`src/rtl/uart_rx_if.sv`:
```
// rtl/uart_rx_if.sv - serial line and received-byte signals of the 8N1 receiver
interface uart_rx_if;
  logic       rx_serial;
  logic [7:0] rx_data;
  logic       rx_valid;
  logic       frame_err;
  logic       rx_busy;

  modport master (
    input  rx_serial,
    output rx_data,
    output rx_valid,
    output frame_err,
    output rx_busy
  );

  modport slave (
    output rx_serial,
    input  rx_data,
    input  rx_valid,
    input  frame_err,
    input  rx_busy
  );
endinterface

```
`src/rtl/uart_rx.sv`:
```
// rtl/uart_rx.sv - 8N1 UART receiver, mid-bit sampling, LSB-first byte assembly
module uart_rx #(
  parameter int CLK_FREQ  = 50_000_000,
  parameter int BAUD_RATE = 115200
) (
  input  logic       clk,
  input  logic       rst,
  uart_rx_if.master  rx
);
  localparam int          DIVISOR   = CLK_FREQ / BAUD_RATE;
  localparam int          HALF      = DIVISOR / 2;
  localparam logic [31:0] DIV_LAST  = 32'(DIVISOR - 1);
  localparam logic [31:0] HALF_LAST = 32'(HALF - 1);

  typedef enum logic [1:0] {IDLE, START, DATA, STOP} state_t;

  state_t      state, state_d;
  logic [31:0] baud_cnt, baud_cnt_d;
  logic [2:0]  bit_index, bit_index_d;
  logic [7:0]  shifter, shifter_d;
  logic [7:0]  rx_data_q, rx_data_d;
  logic        rx_valid_q, rx_valid_d;
  logic        frame_err_q, frame_err_d;
  logic        sync1, rx_sync, rx_prev;

  // Synchroniser and edge-history flops reset to the idle-high line level.
  always_ff @(posedge clk or posedge rst) begin
    if (rst) begin
      sync1   <= 1'b1;
      rx_sync <= 1'b1;
      rx_prev <= 1'b1;
    end else begin
      sync1   <= rx.rx_serial;
      rx_sync <= sync1;
      rx_prev <= rx_sync;
    end
  end

  always_ff @(posedge clk or posedge rst) begin
    if (rst) begin
      state       <= IDLE;
      baud_cnt    <= '0;
      bit_index   <= '0;
      shifter     <= '0;
      rx_data_q   <= '0;
      rx_valid_q  <= 1'b0;
      frame_err_q <= 1'b0;
    end else begin
      state       <= state_d;
      baud_cnt    <= baud_cnt_d;
      bit_index   <= bit_index_d;
      shifter     <= shifter_d;
      rx_data_q   <= rx_data_d;
      rx_valid_q  <= rx_valid_d;
      frame_err_q <= frame_err_d;
    end
  end

  always_comb begin
    state_d     = state;
    baud_cnt_d  = baud_cnt + 32'd1;
    bit_index_d = bit_index;
    shifter_d   = shifter;
    rx_data_d   = rx_data_q;
    rx_valid_d  = 1'b0;
    frame_err_d = 1'b0;
    case (state)
      IDLE: begin
        baud_cnt_d = '0;
        // Only a fresh high-to-low edge arms the receiver; a held-low line does not.
        if (!rx_sync && rx_prev) state_d = START;
      end
      START: begin
        if (baud_cnt == HALF_LAST) begin
          baud_cnt_d  = '0;
          bit_index_d = '0;
          state_d     = rx_sync ? IDLE : DATA;
        end
      end
      DATA: begin
        if (baud_cnt == DIV_LAST) begin
          baud_cnt_d = '0;
          shifter_d  = {rx_sync, shifter[7:1]};
          if (bit_index == 3'd7) state_d = STOP;
          else                   bit_index_d = bit_index + 3'd1;
        end
      end
      STOP: begin
        // Return to IDLE at mid-stop-bit so a back-to-back start edge is not missed.
        if (baud_cnt == DIV_LAST) begin
          baud_cnt_d = '0;
          state_d    = IDLE;
          if (rx_sync) begin
            rx_data_d  = shifter;
            rx_valid_d = 1'b1;
          end else begin
            frame_err_d = 1'b1;
          end
        end
      end
      default: state_d = IDLE;
    endcase
  end

  assign rx.rx_data   = rx_data_q;
  assign rx.rx_valid  = rx_valid_q;
  assign rx.frame_err = frame_err_q;
  assign rx.rx_busy   = (state != IDLE);
endmodule

```
`src/flat_wrapper.sv`:
```
// flat-port wrapper written by rule: the top's interface ports become plain ports
module uart_rx_flat 
#(
  parameter int CLK_FREQ  = 50_000_000,
  parameter int BAUD_RATE = 115200
)
  (clk, rst, rx_rx_serial, rx_rx_data, rx_rx_valid, rx_frame_err, rx_rx_busy);
  uart_rx_if rx_i ();
  input  logic clk;
  input  logic rst;
  input wire logic [$bits(rx_i.rx_serial)-1:0] rx_rx_serial;
  output wire logic [$bits(rx_i.rx_data)-1:0] rx_rx_data;
  output wire logic [$bits(rx_i.rx_valid)-1:0] rx_rx_valid;
  output wire logic [$bits(rx_i.frame_err)-1:0] rx_frame_err;
  output wire logic [$bits(rx_i.rx_busy)-1:0] rx_rx_busy;
  assign rx_i.rx_serial = rx_rx_serial;
  assign rx_rx_data = rx_i.rx_data;
  assign rx_rx_valid = rx_i.rx_valid;
  assign rx_frame_err = rx_i.frame_err;
  assign rx_rx_busy = rx_i.rx_busy;
  uart_rx #(.CLK_FREQ(CLK_FREQ), .BAUD_RATE(BAUD_RATE)) u_core (.clk(clk), .rst(rst), .rx(rx_i));
endmodule
```
`config.mk`:
```
export PLATFORM = sky130hd
export DESIGN_NAME = uart_rx_flat
export DESIGN_NICKNAME = d
export VERILOG_FILES = /design/src/rtl/uart_rx_if.sv /design/src/rtl/uart_rx.sv /design/src/flat_wrapper.sv
export SDC_FILE = /design/constraint.sdc
export NUM_CORES = 1
export LEC_CHECK = 0
export ABC_AREA = 1
export BUFFER_PORTS_ARGS = -buffer_cell sky130_fd_sc_hd__buf_2
export CORE_MARGIN = 10
export CORE_UTILIZATION = 45
export DETAILED_ROUTE_END_ITERATION = 7
export GPL_ROUTABILITY_DRIVEN = 0
export PLACE_DENSITY_LB_ADDON = 0.05
export SLEW_MARGIN = 10
export SYNTH_ARGS = -nofsm -noshare
export SYNTH_HDL_FRONTEND = slang
export SYNTH_SLANG_ARGS = --single-unit
```
`constraint.sdc`:
```
create_clock -name clk -period 3.3 [get_ports clk]
set_input_delay 0.33 -clock clk [delete_from_list [all_inputs] [get_ports clk]]
set_output_delay 0.33 -clock clk [all_outputs]
set_load 0.02 [all_outputs]
```
==> summary.md, run 1 <==
| Metric | Value |
|---|---|
| Synthesized area | 3260 um2 |
| CTS tree | built |
| Die Area | 11,000 um2 |
| Critical path peak fanout | 13 |
| Core Area | 6910 um2 |
| Slew HR | 0.359 |
| Synth Net Count | 448 |
| Net Switching | 626 uW |
| Global-route wire length before repair | 13,500 um |
| Crit path time final | 2.06 ns |
| NumNets Final | 468 |
| Final Hold Viols | 0 |
| Number of global-route vias before repair | 2,708 |
| CTS HTree Levels | 3 |
| Fillers | 713 |
| Die X | 105 um |
| Initial Util | 0.471 |
| Initial antenna violation count | 0 |
| Clk sinks | 58 |
| Util after Layout | 0.526 |
| Diode count | 0 |
| Peak supply drop | 0.000283 V |
| Largest family of logic cells by synthesized area | simple AND/OR/NAND/NOR gates |
| Design Area, Final | 3640 um2 |
| Metal2 WL | 3480 um |
| Crit. End Element | flip-flop |
| Async S/R FF share, synth | 1.00 |
| Synthesized flop and latch total | 58 |
| Slowest-stage cell, CP | nor2_1 |
| Share of layout cells above drive strength 1 | 0.123 |
| Setup Fix Bufs, Post-CTS | 0 |
| Endpoints failing setup | 0 |
| Longest Clk Path Bufs | 2 |
| Status | completed |
| Via density | 5.15 |
| Largest net degree at the start of global routing | 39 |
| CTS hold repair buffers | 0 |
| Switching Fraction | 0.330 |
| I/O Buffers | 13 |
| Synth Area in XOR/XNOR | 0.0269 |
| Worst path top cell family by delay | simple AND/OR/NAND/NOR gates |
| Cell Chain, Critical Path | inv_1 > nor2_1 > nand4_1 > nand3_1 > o21ai_0 |
| Buffer and inverter count on the worst path | 1 |
| Total grt overflow | 0 |
| Die H | 105 um |
| Leakage | 1.79 nW |
| CTS resizes | 0 |
| Mapped Cells | 440 |
| Area after DPL | 3420 um2 |
| Initial DRC Count | 161 |
| Fmax | 486 MHz |
| DRT Pass-1 Iters | 5 |
| Layout Skew | 0.00966 ns |
| Seq. cell area | 1460 um2 |
| Synth Area in Compound Gates | 0.0503 |
| WP data required | 3.53 ns |
| Area growth from synthesis to layout | 11.7% |
| DRC violations left | 0 |
| Dpl hpwl | 5890 um |
| Pint | 1.27 mW |
| Setup TNS | 0 ns |
| Post-synth EDFFs | 0 |
| Max Cap Viol | 0 |
| WL per Instance | 14.1 um |
| Unrepaired setup endpoints after global routing | false |
| Startpoint Class | flip-flop |
| Post-route setup slack | 1.24 ns |
| Post-route ant nets | 0 |
| Cts bufs inserted | 9 |
| Ys Warns | 0 |
| Yosys cell types | 36 |
| Total number of vias | 2,887 |
| Num rows | 30 |
| Post-Synth Adder-Cell Area | 0.0192 |
| Ys flop type | dfrtp_1 |
| Aggregate global-route resource usage | 0.148 |
| Measured slew at the worst slew-check pin | 0.957 ns |
| Clock root buffer | clkbuf_8 |
| Avg Inst Size Synth | 7.40 um2 |
| PD cells | 522 nW/um2 |
| Wire length on met3 | 402 um |
| Pre-CTS WS | 1.27 ns |
| Clk_lat worst skew | 0.34 ns |
| Routed metal-1 wirelength | 3930 um |
| Worst EP arrival | 2.28 ns |
| Final Max Tran Viols | 0 |
| Reg clk slew, reported paths | 0.07 ns |
| WS Path Type | flip-flop to flip-flop |
| Max Used Layer | met4 |
| Final WL | 7900 um |
| Cell Count, Final, Fillers Out | 561 |
| Worst min-delay path category | primary input to flip-flop |
| Multi-input logic area | 1560 um2 |
| Mux contribution to synthesized area | 0 |
| Placed cells | 545 |
| Comb power frac | 0.195 |
| Crit path largest cell delay | 0.77 ns |
| Top Ports | 14 |
| Register area share after synthesis | 0.447 |
| Synth Area in Simple Gates | 0.381 |
| Reg power frac | 0.413 |
| Fin crit share | 0.624 |
| Clk network pwr share | 0.392 |
[power groups by stage]
stage | sequential [mW] | combinational, mW | clock (mW)
floorplan | 0.773 | 0.299 | 0
global placement | 0.797 | 0.369 | 0
detailed placement | 0.797 | 0.370 | 0
CTS | 0.783 | 0.372 | 0.753
global route | 0.788 | 0.411 | 0.796
finish | 0.784 | 0.370 | 0.743
[synthesized netlist by cell type (2+ instances only)]
master,number,area share
a21oi_1,15,0.023
and3_1,4,0.0077
clkbuf_1,2,0.0023
clkinv_1,2,0.0023
dfrtp_1,55,0.42
dfstp_2,3,0.024
ha_1,5,0.019
inv_1,45,0.052
inv_2,10,0.012
nand2_1,126,0.15
nand2_2,5,0.0096
nand3_1,24,0.037
nand4_1,25,0.048
nor2_1,59,0.068
nor2_2,2,0.0038
nor3_1,18,0.028
nor3_2,2,0.0061
o21ai_0,10,0.015
o21ai_1,3,0.0046
xor2_1,9,0.024
[cells in the final DEF, fill, tap and decap left out, drive strengths merged]
master	n
nand2	132
nor2	62
dfrtp	55
inv	55
nand4	25
nand3	25
nor3	21
a21oi	15
buf	14
o21ai	13
clkbuf	11
xor2	9
ha	5
and3	4
clkinv	4
dfstp	3
bufinv	2
nor3b	1
a221oi	1
o21a	1
xnor2	1
a21boi	1
and2	1
or2	1
nor4	1
and3b	1
clkinvlp	1
[per-stage QoR]
stage / hold WS, ns / total power [mW]
after floorplan: 0.334 / 1.07
after global placement: 0.351 / 1.17
after detailed placement: 0.351 / 1.17
after CTS: 0.0760 / 1.91
after global routing: 0.0716 / 2.00
final: 0.0862 / 1.90
[metal layers]
layer | global-route usage | vias up
met5 | 0 | -
met4 | 0.0559 | 0
met3 | 0.0295 | 8
met2 | 0.215 | 80
met1 | 0.210 | 1347
li1 | - | 1452
[final timing paths]
kind | start | endpoint | slack (ns) | cells after the start
max | flip-flop | u_core.bit_index[0]$_DFFE_PP0P_ | 1.24 | 5
min | rx_rx_serial | u_core.sync1$_DFF_PP1_ | 0.09 | 1
max reg2reg | flip-flop | u_core.bit_index[0]$_DFFE_PP0P_ | 1.24 | 5
min reg2reg | u_core.sync1$_DFF_PP1_ | u_core.rx_sync$_DFF_PP1_ | 0.36 | 0
max in group asynchronous | rst | u_core.baud_cnt[11]$_DFF_PP0_ | 2.38 | 3
min in group asynchronous | rst | u_core.baud_cnt[17]$_DFF_PP0_ | 0.13 | 2
[logic make-up (layout without fill, tap and decap cells)]
kind of cell,after synthesis,in the layout
compound gates,31,31
xor+xnor,10,10
fa+ha+maj,5,5
buf+inv,62,87
flops,58,58
simple gates,274,274
[sequential cells by signal, indices dropped and copies added, names as in the netlist, named ones only]
signal,cells
u_core.shifter,8
u_core.rx_prev,1
u_core.rx.frame_err,1
u_core.rx_sync,1
u_core.baud_cnt,32
u_core.bit_index,3
u_core.sync1,1
u_core.rx.rx_valid,1
u_core.rx.rx_data,8
u_core.state,1
[cell type report]
cell class,count,share of cell area
Multi-Input combinational cell,320,0.428
Sequential cell,58,0.400
Inverter,57,0.0588
Clock buffer,11,0.0389
Tap cell,96,0.0330
Clock inverter,5,0.0213
Timing Repair Buffer,14,0.0200
Power figures use the tool's default switching activity.
==> run 2: changes to the inputs <==
==> constraint.sdc (replaced) <==
create_clock -name clk -period 1.7 [get_ports clk]
set_input_delay 0.17 -clock clk [delete_from_list [all_inputs] [get_ports clk]]
set_output_delay 0.17 -clock clk [all_outputs]
set_load 0.02 [all_outputs]
==> run 2 against run 1 <==
  * Final area up 24%
  * Die area unchanged
  * Total power up 120%
  * Utilization up 12 points
  * Flip-flop and latch count unchanged
  * Via count up 12%
  * Sequential power up 94%
  * Register-to-register slack worse by 1.2 ns
  * Cell count up 14%
  * Highest routed layer unchanged
==> summary.md, run 2 (synthesis gave the netlist of run 1 again) <==
| Metric | Value |
|---|---|
| Most flops, register | u_core.baud_cnt (unchanged) |
| Util after Layout | 0.650 (was 0.526) |
| Area growth from synthesis to layout | 38.0% (was 11.7%) |
| Max FFs per register | 32 (unchanged) |
| PD cells | 927 nW/um2 (was 522 nW/um2) |
| DRC violations left | 0 (unchanged) |
| Initial antenna violation count | 0 (unchanged) |
| Tot Pwr | 4.16 mW (was 1.90 mW) |
| Global-route wire length before repair | 14,300 um (was 13,500 um) |
| Most common cell on crit path | nand2_1 |
| DRT Pass-1 Iters | 4 (was 5) |
| Clk sinks | 58 (unchanged) |
| Aggregate global-route resource usage | 0.158 (was 0.148) |
| CTS tree | built (unchanged) |
| Commonest non-fill, non-tap cell in the layout | nand2_1 (unchanged) |
| Die Area | 11,000 um2 (unchanged) |
| Commonest non-fill, non-tap cells in the layout | 109 x nand2_1, 73 x buf_4, 53 x dfrtp_1 (was 126 x nand2_1, 59 x nor2_1, 55 x dfrtp_1) |
| Worst r2r dst | u_core.rx.rx_data[5]$_DFFE_PP0P_ (was u_core.bit_index[0]$_DFFE_PP0P_) |
| Max Cap Viol | 0 (unchanged) |
| Largest net degree at the start of global routing | 32 (was 39) |
| Worst min-delay path category | primary input to asynchronous set/reset pin (was primary input to flip-flop) |
| Crit path time final | 1.68 ns (was 2.06 ns) |
| Number of global-route vias before repair | 2,972 (was 2,708) |
| Peak supply drop | 0.000557 V (was 0.000283 V) |
| Clock root buffer | clkbuf_8 (unchanged) |
| Reg clk slew, reported paths | 0.07 ns (about the same) |
| WL per Instance | 14.0 um (was 14.1 um) |
| Status | completed (unchanged) |
| I/O Buffers | 13 (unchanged) |
| Fmax | 594 MHz (was 486 MHz) |
| Via density | 5.05 (was 5.15) |
| Crit path largest cell delay | 0.39 ns (was 0.77 ns) |
| WP data required | 1.93 ns (was 3.53 ns) |
| Measured slew at the worst slew-check pin | 0.400 ns (was 0.957 ns) |
| Worst R2R Start | u_core.baud_cnt[1]$_DFF_PP0_ |
| Share of layout cells above drive strength 1 | 0.347 (was 0.123) |
| Die X | 105 um (unchanged) |
| Clk_lat worst skew | 0.34 ns (about the same) |
| Setup slack, reg-to-reg | 0.02 ns (was 1.24 ns) |
| WS Path Type | flip-flop to flip-flop (unchanged) |
| Startpoint Class | flip-flop (unchanged) |
| Worst EP arrival | 1.91 ns (was 2.28 ns) |
| Critical path peak fanout | 8 (was 13) |
| Layout Skew | 0.00956 ns (was 0.00966 ns) |
| Longest Clk Path Bufs | 2 (unchanged) |
| Top Ports | 14 (unchanged) |
| Final WL | 8950 um (was 7900 um) |
| Final Hold Viols | 0 (unchanged) |
| Final Max Tran Viols | 0 (unchanged) |
| Worst r2r path cells | 10 (was 5) |
| NumNets Final | 548 (was 468) |
| Post-route setup slack | 0.0156 ns (was 1.24 ns) |
| Placed cells | 610 (was 545) |
| Endpoints failing setup | 0 (unchanged) |
| Slew HR | 0.733 (was 0.359) |
| Leakage | 2.23 nW (was 1.79 nW) |
| Num rows | 30 (unchanged) |
| Slowest-stage cell, CP | dfrtp_1 (was nor2_1) |
| Core Area | 6910 um2 (unchanged) |
| Total number of vias | 3,235 (was 2,887) |
| Die H | 105 um (unchanged) |
| Fillers | 613 (was 713) |
| Initial DRC Count | 182 (was 161) |
| Initial Util | 0.471 (unchanged) |
| Pre-CTS WS | -0.0261 ns (was 1.27 ns) |
| Fin crit share | 0.991 (was 0.624) |
| Diode count | 0 (unchanged) |
| Crit. End Element | flip-flop (unchanged) |
| Total grt overflow | 0 (unchanged) |
| Cell Count, Final, Fillers Out | 641 (was 561) |
| Post-route ant nets | 0 (unchanged) |
| Cell Chain, Critical Path | inv_2 > ha_4 > inv_1 > nor2_1 > nand4_1 > nor3_4 > buf_12 > nand3_4 > nand2_1 > nand2_1 (was inv_1 > nor2_1 > nand4_1 > nand3_1 > o21ai_0) |
| CTS HTree Levels | 3 (unchanged) |
| Cts bufs inserted | 9 (unchanged) |
| Dpl hpwl | 6400 um (was 5890 um) |
| Unrepaired setup endpoints after global routing | true (was false) |
run 2: changes by cell type in the layout (fill, tap and decap cells not counted), sizes merged:
cell,previous run,this run
dlygate4sd3,0,2
buf,14,90
clkbuf,11,14
bufinv,2,1
run 2: routing by layer:
metal  up-vias  GRT usage  wire length, um
li1       1621          -                -
met1      1540      0.212             4340
met2        66      0.243             4140
met3         8     0.0412              373
met5         -          0                0
met4         0     0.0441               91
run 2: worst max-delay path by stage:
stage                                             start                               end  slack [ns]
after floorplan            u_core.baud_cnt[1]$_DFF_PP0_  u_core.rx.rx_data[0]$_DFFE_PP0P_        0.04
after global placement    u_core.baud_cnt[15]$_DFF_PP0_     u_core.baud_cnt[20]$_DFF_PP0_        0.02
after detailed placement   u_core.baud_cnt[1]$_DFF_PP0_  u_core.rx.rx_data[4]$_DFFE_PP0P_       -0.03
after CTS                  u_core.baud_cnt[1]$_DFF_PP0_       u_core.state[0]$_DFFE_PP0P_        0.01
after global routing      u_core.baud_cnt[15]$_DFF_PP0_       u_core.state[0]$_DFFE_PP0P_        -0.1
final                      u_core.baud_cnt[1]$_DFF_PP0_  u_core.rx.rx_data[5]$_DFFE_PP0P_        0.02
run 2: cell type report:
class | count | area, um2 | share of cell area
clock inverters | 4 | 51.3 | 0.0114
inverters | 57 | 214 | 0.0476
repair buffers | 94 | 746 | 0.166
well taps | 96 | 120 | 0.0267
multi-input cells | 320 | 1750 | 0.389
flip-flops and latches | 58 | 1460 | 0.325
clock buffers | 12 | 155 | 0.0345
run 2: worst max-delay path: cells and delay by family, from the launching register on:
| family | cells | cell delay [ns] |
|---|---|---|
| adders and majority gates | 1 | 0.14 |
| DFF | 1 | 0.39 |
| and+or+nand+nor | 6 | 0.77 |
| buffers and inverters | 3 | 0.27 |
run 2: power by group:
group / switching, mW / internal [mW] / leakage, nW
Combinational: 0.768 / 0.548 / 1.34
Sequential: 0.0826 / 1.44 / 0.792
Clock: 0.567 / 0.757 / 0.103
run 2: through the flow:
step | hold slack [ns] | cell area [um2] | setup TNS, ns
after detailed placement | 0.0702 | 3920 | -0.173
after global placement | 0.0666 | 3920 | 0
final | 0.258 | 4490 | 0
after CTS | 0.248 | 4200 | 0
after global routing | 0.264 | 4490 | -1.60
after floorplan | 0.174 | 3260 | 0
run 2: repair_timing:
item	in CTS	in global routing
resized for setup	2	63
pin swaps	2	18
cloned	0	3
buffers inserted	5	5
endpoints found under the hold margin	7	0
endpoints found under the setup margin	14	42
hold buffers	2	0
==> run 3: changes to the inputs <==
--- a/config.mk
+++ b/config.mk
@@ -7,8 +7,11 @@
 export LEC_CHECK = 0
 export ABC_AREA = 1
 export BUFFER_PORTS_ARGS = -buffer_cell sky130_fd_sc_hd__buf_2
+export CELL_PAD_IN_SITES_DETAIL_PLACEMENT = 1
+export CELL_PAD_IN_SITES_GLOBAL_PLACEMENT = 1
 export CORE_MARGIN = 10
-export CORE_UTILIZATION = 45
+export CORE_UTILIZATION = 43
+export CTS_BUF_LIST = sky130_fd_sc_hd__clkbuf_4
 export DETAILED_ROUTE_END_ITERATION = 7
 export GPL_ROUTABILITY_DRIVEN = 0
 export PLACE_DENSITY_LB_ADDON = 0.05
==> run 3 against run 2 <==
  * Setup slack worse by 0.14 ns
  * Largest power group unchanged
  * Clock-buffer cell count decreased by 3
  * Non-clock buffer count up 17
  * Flip-flop and latch count did not move
  * The run now ends with negative setup slack left
  * Hold slack better by 0.059 ns
  * Utilization fell by 0.61 points
  * Critical path type unchanged
  * Critical path depth decreased by 3
==> summary.md, run 3 (synthesis gave the netlist of run 1 again) <==
| Metric | Value |
|---|---|
| Status | complete, but fails checks (was completed) |
| Failing checks | negative setup slack |
| Slowest-stage cell, CP | dfrtp_1 (unchanged) |
| Post-route ant nets | 0 (unchanged) |
| Area growth from synthesis to layout | 44.3% (was 38.0%) |
| Core Area | 7290 um2 (was 6910 um2) |
| Die X | 107 um (was 105 um) |
| Unrepaired setup endpoints after global routing | true (unchanged) |
| Setup slack, reg-to-reg | -0.12 ns (was 0.02 ns) |
| Peak supply drop | 0.000462 V (was 0.000557 V) |
| Final Hold Viols | 0 (unchanged) |
| Tightest hold margin | 0.317 ns (was 0.258 ns) |
| Cell Chain, Critical Path | buf_4 > nand2_1 > nor2_1 > nand4_1 > nor2_2 > nor2_1 > a221oi_1 (was inv_2 > ha_4 > inv_1 > nor2_1 > nand4_1 > nor3_4 > buf_12 > nand3_4 > nand2_1 > nand2_1) |
| Post-route setup slack | -0.123 ns (was 0.0156 ns) |
| Die H | 107 um (was 105 um) |
| Worst min-delay path category | primary input to asynchronous set/reset pin (unchanged) |
| Measured slew at the worst slew-check pin | 0.469 ns (was 0.400 ns) |
| Design Area, Final | 4700 um2 (was 4490 um2) |
| Area after DPL | 3960 um2 (was 3920 um2) |
| Cell Count, Final, Fillers Out | 662 (was 641) |
| Startpoint Class | flip-flop (unchanged) |
| Fmax | 549 MHz (was 594 MHz) |
| Global-route wire length before repair | 18,200 um (was 14,300 um) |
| Commonest non-fill, non-tap cell in the layout | nand2_1 (unchanged) |
| Dpl hpwl | 7900 um (was 6400 um) |
| Die Area | 11,500 um2 (was 11,000 um2) |
| WP data required | 2.00 ns (was 1.93 ns) |
| PD cells | 846 nW/um2 (was 927 nW/um2) |
| Clk sinks | 58 (unchanged) |
| Initial DRC Count | 166 (was 182) |
| Cts bufs inserted | 9 (unchanged) |
| Endpoints failing setup | 32 (was 0) |
| Initial Util | 0.446 (was 0.471) |
| Placed cells | 617 (was 610) |
| Aggregate global-route resource usage | 0.197 (was 0.158) |
| DRC violations left | 0 (unchanged) |
| Max FFs per register | 32 (unchanged) |
| Worst EP arrival | 2.12 ns (was 1.91 ns) |
| Worst r2r path cells | 7 (was 10) |
| Number of global-route vias before repair | 3,740 (was 2,972) |
| Most flops, register | u_core.baud_cnt (unchanged) |
| Buffer and inverter count on the worst path | 1 (was 3) |
| Worst R2R Start | u_core.baud_cnt[9]$_DFF_PP0_ (was u_core.baud_cnt[1]$_DFF_PP0_) |
| Final Max Tran Viols | 0 (unchanged) |
| DRT Pass-1 Iters | 4 (unchanged) |
| Tot Pwr | 3.98 mW (was 4.16 mW) |
| Most common cell on crit path | nor2_1 (was nand2_1) |
| WL per Instance | 19.6 um (was 14.0 um) |
| Top Ports | 14 (unchanged) |
| Share of layout cells above drive strength 1 | 0.425 (was 0.347) |
| Via density | 5.50 (was 5.05) |
| Worst r2r dst | u_core.baud_cnt[10]$_DFF_PP0_ (was u_core.rx.rx_data[5]$_DFFE_PP0P_) |
| I/O Buffers | 13 (unchanged) |
| Crit path time final | 1.82 ns (was 1.68 ns) |
| CTS tree | built (unchanged) |
| Diode count | 0 (unchanged) |
| Commonest non-fill, non-tap cells in the layout | 102 x nand2_1, 88 x buf_4, 48 x dfrtp_1 (was 109 x nand2_1, 73 x buf_4, 53 x dfrtp_1) |
| Total number of vias | 3,642 (was 3,235) |
| Final WL | 13,000 um (was 8950 um) |
| Initial antenna violation count | 0 (unchanged) |
| Max Cap Viol | 0 (unchanged) |
| NumNets Final | 566 (was 548) |
| Crit. End Element | flip-flop (unchanged) |
| WS Path Type | flip-flop to flip-flop (unchanged) |
| Critical path peak fanout | 3 (was 8) |
| Slew HR | 0.687 (was 0.733) |
| Clk_lat worst skew | 0.42 ns (was 0.34 ns) |
| Crit path largest cell delay | 0.44 ns (was 0.39 ns) |
| Fin crit share | 1.07 (was 0.991) |
| Longest Clk Path Bufs | 2 (unchanged) |
| CTS HTree Levels | 3 (unchanged) |
| Reg clk slew, reported paths | 0.13 ns (was 0.07 ns) |
| Leakage | 2.29 nW (was 2.23 nW) |
| Worst Setup SP | u_core.baud_cnt[9]$_DFF_PP0_ (was u_core.baud_cnt[1]$_DFF_PP0_) |
| Total grt overflow | 0 (unchanged) |
| Worst path top cell family by delay | simple AND/OR/NAND/NOR gates (unchanged) |
| Num rows | 31 (was 30) |
| Largest net degree at the start of global routing | 35 (was 32) |
| Clock root buffer | clkbuf_4 (was clkbuf_8) |
| Layout Skew | 0.0222 ns (was 0.00956 ns) |
## run 3: cell count changes in the layout (fill, tap and decap cells not counted), sizes merged
cell,change
buf,+18
clkbuf,-4
clkinvlp,+2
inv,+2
bufinv,-1
nand2,+1
## run 3: final cells by class
type | instances | area, um2
Fill cell | 932 | 2590
Sequential cell | 58 | 1460
Tap cell | 99 | 124
Clock inverter | 7 | 52.6
Inverter | 57 | 214
Clock buffer | 9 | 67.6
Multi-Input combinational cell | 321 | 1880
Timing Repair Buffer | 111 | 892
## run 3: where the power goes
group	internal (mW)	switching (mW)	total [mW]
combinational	0.588	0.879	1.47
clock	0.306	0.621	0.927
sequential	1.44	0.137	1.58
## run 3: worst max-delay path by stage
stage                                  endpoint  slack [ns]  cells after the start
6_report          u_core.baud_cnt[10]$_DFF_PP0_       -0.12                      7
5_1_grt           u_core.shifter[3]$_DFFE_PP0P_       -0.18                     12
4_1_cts        u_core.rx.rx_data[7]$_DFFE_PP0P_       -0.06                     11
3_5_place_dp        u_core.state[0]$_DFFE_PP0P_       -0.09                     12
3_3_place_gp       u_core.baud_cnt[3]$_DFF_PP0_       -0.03                      8
2_1_floorplan  u_core.rx.rx_data[0]$_DFFE_PP0P_        0.04                      9
## run 3: through the flow
stage                     utilization  worst slack (ns)  setup TNS, ns
after CTS                       0.583           -0.0570         -0.350
after floorplan                     -            0.0414              0
after global routing            0.644            -0.184          -5.36
after detailed placement        0.544           -0.0912          -1.47
final                           0.644            -0.123          -2.15
after global placement          0.544           -0.0269         -0.125
## run 3: tightest hold or removal path: stages
cell and delay [ns]:
dlygate4sd3_1 0.55, buf_2 0.13, inv_2 0.06
## run 3: timing repair
action	4_1_cts	5_1_grt
endpoints found under the setup margin	36	45
hold endpoints to repair	57	0
gates resized for setup	19	97
setup buffers	9	15
hold buffers	2	0
cloned	1	3
pin swaps	5	23
## run 3: per-layer routing
metal	vias up	global-route usage	share of wire
met5	-	0	0
met4	0	0.0716	0.036
met3	39	0.0323	0.046
met2	113	0.348	0.51
met1	1826	0.235	0.41
li1	1664	-	-
